[src/rtl/riscv_i32_debug_master_pkg.sv]
// Shared types for the RISC-V debug target bus: op codes, bus payloads, response codes and master FSM states.
package riscv_i32_debug_types;

    localparam int unsigned SEL_W   = 6;
    localparam int unsigned OP_W    = 4;
    localparam int unsigned ARG_W   = 16;
    localparam int unsigned DATA_W  = 32;
    localparam int unsigned RESP_W  = 2;
    localparam int unsigned FLAGS_W = 3;

    // Known debug ops; any other 4-bit code is forwarded to the bus untouched
    typedef enum logic [OP_W-1:0] {
        DBG_OP_NONE        = 4'd0,
        DBG_OP_CONTROL     = 4'd1,
        DBG_OP_WRITE_DATA0 = 4'd2
    } t_dbg_op;

    // Status returned to the host when no target answered or the select was illegal
    localparam logic [RESP_W-1:0] DBG_RESP_TIMEOUT = 2'h3;

    // Mask value that compares every select bit in the targets
    localparam logic [SEL_W-1:0] DBG_MASK_ALL = 6'h3F;

    // Master-to-target payload
    typedef struct packed {
        logic              valid;
        logic [SEL_W-1:0]  select;
        logic [SEL_W-1:0]  mask;
        logic [OP_W-1:0]   op;
        logic [ARG_W-1:0]  arg;
        logic [DATA_W-1:0] data;
    } t_debug_mst;

    // Target-to-master payload (wire-ORed across all targets)
    typedef struct packed {
        logic              valid;
        logic [SEL_W-1:0]  selected;
        logic              halted;
        logic              resumed;
        logic              hit_breakpoint;
        logic              op_was_none;
        logic [RESP_W-1:0] resp;
        logic [DATA_W-1:0] data;
        logic              attention;
    } t_debug_tgt;

    typedef enum logic [1:0] {
        FSM_IDLE    = 2'd0,
        FSM_ISSUE   = 2'd1,
        FSM_WAIT    = 2'd2,
        FSM_RESPOND = 2'd3
    } t_dbg_master_fsm;

endpackage

[src/rtl/riscv_i32_debug_master.sv]
// Debug bus initiator: turns one host request into a single debug_mst cycle, collects the matching
// debug_tgt response (or times out), and tracks target attention while the bus is idle.
module riscv_i32_debug_master
    import riscv_i32_debug_types::*;
#(
    parameter int unsigned TIMEOUT_CYCLES = 16
) (
    input  logic                clk,
    input  logic                reset,

    input  logic                req_valid,
    output logic                req_ready,
    input  logic [SEL_W-1:0]    req_select,
    input  logic [OP_W-1:0]     req_op,
    input  logic [ARG_W-1:0]    req_arg,
    input  logic [DATA_W-1:0]   req_data,

    output logic                resp_valid,
    input  logic                resp_ready,
    output logic [RESP_W-1:0]   resp_status,
    output logic [DATA_W-1:0]   resp_data,
    output logic [FLAGS_W-1:0]  resp_flags,

    output logic                attention,

    output logic                debug_mst__valid,
    output logic [SEL_W-1:0]    debug_mst__select,
    output logic [SEL_W-1:0]    debug_mst__mask,
    output logic [OP_W-1:0]     debug_mst__op,
    output logic [ARG_W-1:0]    debug_mst__arg,
    output logic [DATA_W-1:0]   debug_mst__data,

    input  logic                debug_tgt__valid,
    input  logic [SEL_W-1:0]    debug_tgt__selected,
    input  logic                debug_tgt__halted,
    input  logic                debug_tgt__resumed,
    input  logic                debug_tgt__hit_breakpoint,
    input  logic                debug_tgt__op_was_none,
    input  logic [RESP_W-1:0]   debug_tgt__resp,
    input  logic [DATA_W-1:0]   debug_tgt__data,
    input  logic                debug_tgt__attention
);

    localparam int unsigned CNT_W = $clog2(TIMEOUT_CYCLES) + 1;

    t_dbg_master_fsm     state_q;
    t_debug_mst          mst_q;
    t_debug_tgt          tgt;
    logic [CNT_W-1:0]    cnt_q;
    logic                req_ready_q;
    logic                resp_valid_q;
    logic [RESP_W-1:0]   resp_status_q;
    logic [DATA_W-1:0]   resp_data_q;
    logic [FLAGS_W-1:0]  resp_flags_q;
    logic                attention_q;
    logic                attn_ok_q;
    logic                bus_idle;
    logic                tgt_hit;
    logic                unused_tgt;

    // Gather the target bus into one payload
    assign tgt = {debug_tgt__valid, debug_tgt__selected, debug_tgt__halted, debug_tgt__resumed,
                  debug_tgt__hit_breakpoint, debug_tgt__op_was_none, debug_tgt__resp,
                  debug_tgt__data, debug_tgt__attention};

    // op_was_none is informational only; the host sees the raw status instead
    assign unused_tgt = tgt.op_was_none;

    // Idle bus means every target is free to drive the attention line
    assign bus_idle = (mst_q.select == '0) && (mst_q.mask == '0);
    assign tgt_hit  = tgt.valid && (tgt.selected == mst_q.select);

    // Request/response FSM, bus drive, timeout counter and attention sampling
    always_ff @(posedge clk or posedge reset) begin
        if (reset) begin
            state_q       <= FSM_IDLE;
            mst_q         <= '0;
            cnt_q         <= '0;
            req_ready_q   <= 1'b1;
            resp_valid_q  <= 1'b0;
            resp_status_q <= '0;
            resp_data_q   <= '0;
            resp_flags_q  <= '0;
            attention_q   <= 1'b0;
            attn_ok_q     <= 1'b1;
        end else begin
            attn_ok_q <= bus_idle;
            if (attn_ok_q) begin
                attention_q <= tgt.attention;
            end

            unique case (state_q)
                FSM_IDLE: begin
                    if (req_valid) begin
                        req_ready_q <= 1'b0;
                        if (req_select == '0) begin
                            // Illegal select: answer immediately without touching the bus
                            resp_valid_q  <= 1'b1;
                            resp_status_q <= DBG_RESP_TIMEOUT;
                            resp_data_q   <= '0;
                            resp_flags_q  <= '0;
                            state_q       <= FSM_RESPOND;
                        end else begin
                            mst_q.valid  <= 1'b1;
                            mst_q.select <= req_select;
                            mst_q.mask   <= DBG_MASK_ALL;
                            mst_q.op     <= req_op;
                            mst_q.arg    <= req_arg;
                            mst_q.data   <= req_data;
                            state_q      <= FSM_ISSUE;
                        end
                    end
                end

                FSM_ISSUE: begin
                    // The ISSUE cycle counts as the first cycle waited
                    mst_q.valid <= 1'b0;
                    cnt_q       <= CNT_W'(1);
                    state_q     <= FSM_WAIT;
                end

                FSM_WAIT: begin
                    if (tgt_hit) begin
                        resp_valid_q  <= 1'b1;
                        resp_status_q <= tgt.resp;
                        resp_data_q   <= tgt.data;
                        resp_flags_q  <= {tgt.hit_breakpoint, tgt.resumed, tgt.halted};
                        mst_q         <= '0;
                        state_q       <= FSM_RESPOND;
                    end else if (cnt_q == CNT_W'(TIMEOUT_CYCLES - 1)) begin
                        resp_valid_q  <= 1'b1;
                        resp_status_q <= DBG_RESP_TIMEOUT;
                        resp_data_q   <= '0;
                        resp_flags_q  <= '0;
                        mst_q         <= '0;
                        state_q       <= FSM_RESPOND;
                    end else begin
                        cnt_q <= cnt_q + CNT_W'(1);
                    end
                end

                FSM_RESPOND: begin
                    if (resp_ready) begin
                        resp_valid_q <= 1'b0;
                        req_ready_q  <= 1'b1;
                        state_q      <= FSM_IDLE;
                    end
                end

                default: begin
                    state_q <= FSM_IDLE;
                end
            endcase
        end
    end

    assign req_ready         = req_ready_q;
    assign resp_valid        = resp_valid_q;
    assign resp_status       = resp_status_q;
    assign resp_data         = resp_data_q;
    assign resp_flags        = resp_flags_q;
    assign attention         = attention_q;
    assign debug_mst__valid  = mst_q.valid;
    assign debug_mst__select = mst_q.select;
    assign debug_mst__mask   = mst_q.mask;
    assign debug_mst__op     = mst_q.op;
    assign debug_mst__arg    = mst_q.arg;
    assign debug_mst__data   = mst_q.data;

endmodule

[config.mk]
export PLATFORM = sky130hd
export DESIGN_NAME = riscv_i32_debug_master
export DESIGN_NICKNAME = d
export VERILOG_FILES = /design/src/rtl/riscv_i32_debug_master_pkg.sv /design/src/rtl/riscv_i32_debug_master.sv
export SDC_FILE = /design/constraint.sdc
export NUM_CORES = 1
export LEC_CHECK = 0
export BUFFER_PORTS_ARGS = -buffer_cell sky130_fd_sc_hd__buf_2
export CAP_MARGIN = 20
export CELL_PAD_IN_SITES_DETAIL_PLACEMENT = 2
export CELL_PAD_IN_SITES_GLOBAL_PLACEMENT = 2
export CORE_MARGIN = 4
export CORE_UTILIZATION = 28
export DETAILED_ROUTE_END_ITERATION = 10
export GPL_TIMING_DRIVEN = 1
export PLACE_DENSITY = 0.82
export SYNTH_ARGS = -nofsm -noshare
export SYNTH_HDL_FRONTEND = slang
export SYNTH_SLANG_ARGS = --single-unit
export TNS_END_PERCENT = 20
[constraint.sdc]
create_clock -name clk -period 4.6 [get_ports clk]
set_clock_uncertainty 0.1 [all_clocks]
set_input_delay 0.92 -clock clk [delete_from_list [all_inputs] [get_ports clk]]
set_output_delay 0.92 -clock clk [all_outputs]
set_load 0.05 [all_outputs]
After elaboration in Yosys (flattened, before gate mapping)
Index checks and enable logic that the tools add are counted.
{"block": "op_classes", "addsub": 1, "multipliers": 0, "n_div": 0, "order_cmp": 0, "n_eq_ne": 12, "shift": 0, "n_mux": 38, "n_bitwise": 0, "reduce_logical": 18}
{"operator": "2-to-1 mux 65 bit", "n": 4}
{"operator": "2-to-1 mux 32 bit", "n": 4}
{"operator": "one-hot mux 64 bit (2 select lines)", "n": 1}
{"operator": "one-hot mux 32 bit (2 select lines)", "n": 1}
{"operator": "logical NOT 6 bit", "n": 3}
{"operator": "2-to-1 mux 2 bit", "n": 8}
{"operator": "2-to-1 mux 3 bit", "n": 4}
{"operator": "inequality test 2 bit (second input constant)", "n": 6}
{"operator": "AND reduction 4 bit", "n": 3}
{"operator": "2-to-1 mux 5 bit", "n": 2}
{"operator": "one-hot mux 5 bit (2 select lines)", "n": 1}
{"operator": "AND reduction 3 bit", "n": 3}
{"operator": "one-hot mux 2 bit (4 select lines)", "n": 1}
{"operator": "2-to-1 mux 1 bit", "n": 7}
{"operator": "== test 6 bit", "n": 1}
{"operator": "one-hot mux 1 bit (3 select lines)", "n": 2}
{"operator": "one-hot mux 3 bit (2 select lines)", "n": 1}
{"operator": "nonzero test 2 bit", "n": 3}
{"operator": "nonzero test 3 bit", "n": 2}
{"operator": "adder 5 x 1 -> 5 bit (second input constant)", "n": 1}
{"operator": "== test 5 x 4 -> 1 bit (second input constant)", "n": 1}
{"operator": "AND reduction 5 bit", "n": 1}
{"operator": "== test 2 bit (second input constant)", "n": 2}
{"operator": "one-hot mux 2 bit (2 select lines)", "n": 1}
{"operator": "5 further kinds", "n": 6}
{"block": "word_totals", "reg_bits": 113, "latchBits": 0, "mem_bits_rw": 0, "rom_bits": 0, "out_inout_bits": 105, "word_cells": 84, "mem_count": 0}

Longest topological paths before layout
{"block": "depth", "ltp_word": 4, "ltp_mapped": 9}

Worst setup path before layout
No wires, ideal clock.
{"block": "synth_path", "path_kind": "input to register", "start": "in req_select[4]", "end": "reg mst_q, in the netlist debug_mst__arg[0]", "setup_ns": 0.121, "arrival_time_ns": 2.093, "required_ns": 4.379, "slack_ns": 2.286, "cell_stages": 6, "path_buffers": 2, "path_cell_list": "nor4_4 -> and2_1 -> nor3_2 -> buf_2 -> buf_1 -> a22o_1"}
{"block": "synth_between", "elab_chain_len": 3}
{"element": "from (decl)", "line": "riscv_i32_debug_master.sv:13", "rtl": "input logic [SEL_W-1:0] req_select,"}
{"element": "logical NOT 6 bit", "line": "riscv_i32_debug_master.sv:96", "rtl": "if (req_select == '0) begin"}
{"element": "inequality test 2 bit (no line)"}
{"element": "AND reduction 4 bit (no line)"}
{"element": "to (decl)", "line": "riscv_i32_debug_master.sv:47", "rtl": "t_debug_mst mst_q;"}
Every way passes these cells.
A chain may end at the register's enable or synchronous reset.

Final worst setup path
{"block": "layout_path", "start": "reg state_q[0]", "end": "reg resp_data_q[5], in the netlist resp_data[5]"}
{"block": "layout_between", "elab_chain_len": 3}
{"element": "from (decl)", "line": "riscv_i32_debug_master.sv:46", "rtl": "t_dbg_master_fsm state_q;"}
{"element": "from (signal assigned)", "line": "riscv_i32_debug_master.sv:76", "rtl": "state_q <= FSM_IDLE;"}
{"element": "from (signal assigned)", "line": "riscv_i32_debug_master.sv:102", "rtl": "state_q <= FSM_RESPOND;"}
{"element": "from (signal assigned)", "line": "riscv_i32_debug_master.sv:110", "rtl": "state_q <= FSM_ISSUE;"}
{"element": "== test 2 bit or logical NOT 2 bit (tied branches)", "line": "riscv_i32_debug_master.sv:92", "rtl": "unique case (state_q)"}
{"element": "inequality test 3 bit (no line) (tied with other cells)"}
{"element": "AND reduction 4 bit (no line)"}
{"element": "to (signal assigned)", "line": "riscv_i32_debug_master.sv:126", "rtl": "resp_data_q <= tgt.data;"}
{"element": "to (decl)", "line": "riscv_i32_debug_master.sv:53", "rtl": "logic [DATA_W-1:0] resp_data_q;"}
Several ways; a longest one is shown, not always the timed one.

==> impl_metrics.json <==
{
  "status": "complete, no violations",
  "design.die.area_um2": 17700,
  "cp_max_fo": 34,
  "worstPathRequired_ns": 4.78,
  "power_density_nw_per_um2": 746,
  "floorplan.die.height_um": 133,
  "ant_nets": 0,
  "drt_pass1_iterations": 4,
  "final_core_utilization": 0.388,
  "die_w_um": 133,
  "ctsLongestPathBuffers": 2,
  "synth_seq_cells": 108,
  "initial_core_util": 0.287,
  "synthDistinctLibCells": 43,
  "drt-wirelength-per-cell_um": 19.1,
  "placement_rows": 45,
  "netlist_area_um2": 4380,
  "cts_repair_resize_count": 0,
  "synth_cells": 321,
  "antenna_violations_before_repair": 0,
  "grt_setup_unrepaired": "no",
  "finalWorstPathRequiredPeriod_ns": 3.01,
  "setup_violations": 0,
  "critical_path_class": "register to register",
  "timing.hold.worst.class": "register to register",
  "post-cts-setup-buffers": 0,
  "synth_area_leader_cell": "sky130_fd_sc_hd__dfrtp_1",
  "cts_root_buffer": "sky130_fd_sc_hd__clkbuf_16",
  "num_vias": 3579,
  "fin_setup_tns_ns": 0,
  "grt_remaining_overflow": 0,
  "grt_pass1_vias": 4009,
  "cts.clk_slew.worst_paths_ns": 0.07,
  "layout_worst_path_cycle_share": 0.655,
  "max-slew-margin-rel": 0.432,
  "synth-seq-area-share": 0.617,
  "wire_length_of_the_first_global_routing_pass_um": 22400,
  "count_of_flip_flops_with_a_built_in_enable_after_synthesis": 0,
  "clk-insertion-delay-late_ns": 0.35,
  "port_buffers": 211,
  "tightestPinTransition_ns": 0.852,
  "synthArstFlopShare": 1.00,
  "vdd.ir_drop.worst_mv": 0.338,
  "cts_hold_repair.buffers": 0,
  "cap_viol_max_count": 0,
  "synth_top_cells_by_area": "sky130_fd_sc_hd__dfrtp_1 61%, sky130_fd_sc_hd__a22o_1 18%, sky130_fd_sc_hd__ha_1 2.0%",
  "final_layout_size_suffix_gt1_frac": 0.465,
  "post-synth-top-count-cell": "sky130_fd_sc_hd__dfrtp_1",
  "timing.critical_path.from_type": "register",
  "number_of_design_rule_violations_left_by_the_first_detailed_router_iteration": 121,
  "number_of_placed_i_o_pins": 213,
  "routed_via_density": 4.85,
  "timing.critical_path.arrival_ns": 3.19,
  "tritoncts_num_sinks": 108,
  "static-leakage-power_uw": 0.00315,
  "synthFlopType": "sky130_fd_sc_hd__dfrtp_1",
  "clock_tree_from_tritoncts": "done",
  "yosysWarnings": 0,
  "placeable_area_um2": 15300,
  "grt_util_overall": 0.158,
  "wirelength_um": 14100,
  "report.final.slew_viol_count": 0,
  "synth_commonest_cells": "106 x sky130_fd_sc_hd__dfrtp_1, 92 x sky130_fd_sc_hd__a22o_1, 13 x sky130_fd_sc_hd__nand2_1",
  "area_growth_pct": 35.2,
  "gp_congestion": 0.813,
  "diode_insertion_count_for_antenna_repair": 0,
  "dp_hpwl_um": 10600,
  "cts-buffers-inserted": 9,
  "grt_start_max_net_pins": 70,
  "setup.worst_path.end_class": "register",
  "max_freq_mhz": 332,
  "synth_fp_nets": 436,
  "cts_max_level": 3,
  "synthesis.area_per_instance_um2": 13.7,
  "detail_route.drc_violations": 0,
  "report.final.hold_viol_count": 0,
  "synth_top_area_frac": 0.605,
  "finish.net_count": 637
}
## worst max-delay path, cell delays in order, from the launching register on
cell and delay, ns:
sky130_fd_sc_hd__dfrtp_1 0.43, sky130_fd_sc_hd__inv_1 0.13, sky130_fd_sc_hd__ha_1 0.64, sky130_fd_sc_hd__nor2b_1 0.46, sky130_fd_sc_hd__a41oi_2 0.14, sky130_fd_sc_hd__nor3_2 0.34
sky130_fd_sc_hd__and2_4 0.45, sky130_fd_sc_hd__a22o_1 0.22
## stage by stage
stage               std cells  worst slack (ns)  hold slack [ns]  cell area (um2)  power [uW]
floorplan                 321             0.738            0.345             4380        3000
detailed placement        721              1.25            0.371             5540        3530
global placement          721              1.39            0.369             5540        3440
global route              738              1.32            0.408             5930        4660
finish                    738              1.59            0.379             5930        4420
CTS                       737              1.18            0.388             5900        4470
## cells by family after synthesis
family                   count (synthesis)  share of synthesized area
buffers and inverters                   34                     0.0540
adder cells (fa/ha/maj)                  7                     0.0200
flip-flops                             108                      0.617
multiplexers                             5                     0.0117
XOR/XNOR                                 7                     0.0140
AND/OR/NAND/NOR                         44                     0.0568
AO/OA/AOI/OAI                          116                      0.226
## layer usage
metal  part of all wire  global-route usage  vias to the layer above
li1                   -                   -                     1598
met1               0.41               0.191                     1832
met2               0.52               0.282                      136
met3              0.060              0.0381                       13
met4              0.011              0.0446                        0
met5                  0                   0                        -
## cell type report
type	count	area, um2
Timing Repair Buffer	216	1110
Sequential cell	108	2710
Inverter	8	32.5
Clock inverter	6	118
Multi-Input combinational cell	179	1460
Tap cell	211	264
Fill cell	1632	9330
Clock buffer	10	239
## cell usage in the layout, fill, tap and decap left out, types with 2 or more instances in the layout
cell type                     n
sky130_fd_sc_hd__buf_2      211
sky130_fd_sc_hd__dfrtp_1    106
sky130_fd_sc_hd__a22o_1      92
sky130_fd_sc_hd__nand2_1     13
sky130_fd_sc_hd__nor2_1       9
sky130_fd_sc_hd__clkbuf_16    9
sky130_fd_sc_hd__inv_1        7
sky130_fd_sc_hd__ha_1         7
sky130_fd_sc_hd__xnor2_1      6
sky130_fd_sc_hd__a21oi_1      6
sky130_fd_sc_hd__nand3_1      5
sky130_fd_sc_hd__o211ai_1     4
sky130_fd_sc_hd__mux2i_1      4
sky130_fd_sc_hd__buf_4        4
sky130_fd_sc_hd__nor2b_1      3
sky130_fd_sc_hd__o2bb2ai_1    3
sky130_fd_sc_hd__bufinv_16    3
sky130_fd_sc_hd__o21ai_4      2
sky130_fd_sc_hd__nand2b_1     2
sky130_fd_sc_hd__o21ai_0      2
sky130_fd_sc_hd__a31oi_1      2
sky130_fd_sc_hd__dfstp_2      2
## state kept, by name, summed over array words and instances (netlist names), 2 cells and up
signal / cells
resp_status: 2
debug_mst__select: 6
resp_data: 32
debug_mst__arg: 16
debug_mst__data: 32
state_q: 2
debug_mst__op: 4
resp_flags: 3
cnt_q: 5
## path summary, 6_finish.rpt
path | start | end | slack [ns] | depth (start not counted)
setup / recovery | state_q[0] | resp_data[5] | 1.59 | 7
hold / removal | cnt_q[3] | cnt_q[3] | 0.38 | 1
setup reg to reg | state_q[0] | resp_data[5] | 1.59 | 7
hold reg to reg | cnt_q[3] | cnt_q[3] | 0.38 | 1
max in group asynchronous | reset | req_ready | 2.88 | 3
min in group asynchronous | reset | resp_data[6] | 0.65 | 2
## power by group
group	leakage (uW)	internal, uW	switching, uW
Sequential	0.00141	1220	197
Clock	0.000171	553	361
Combinational	0.00157	575	1520
(Power assumes the default switching activity.)
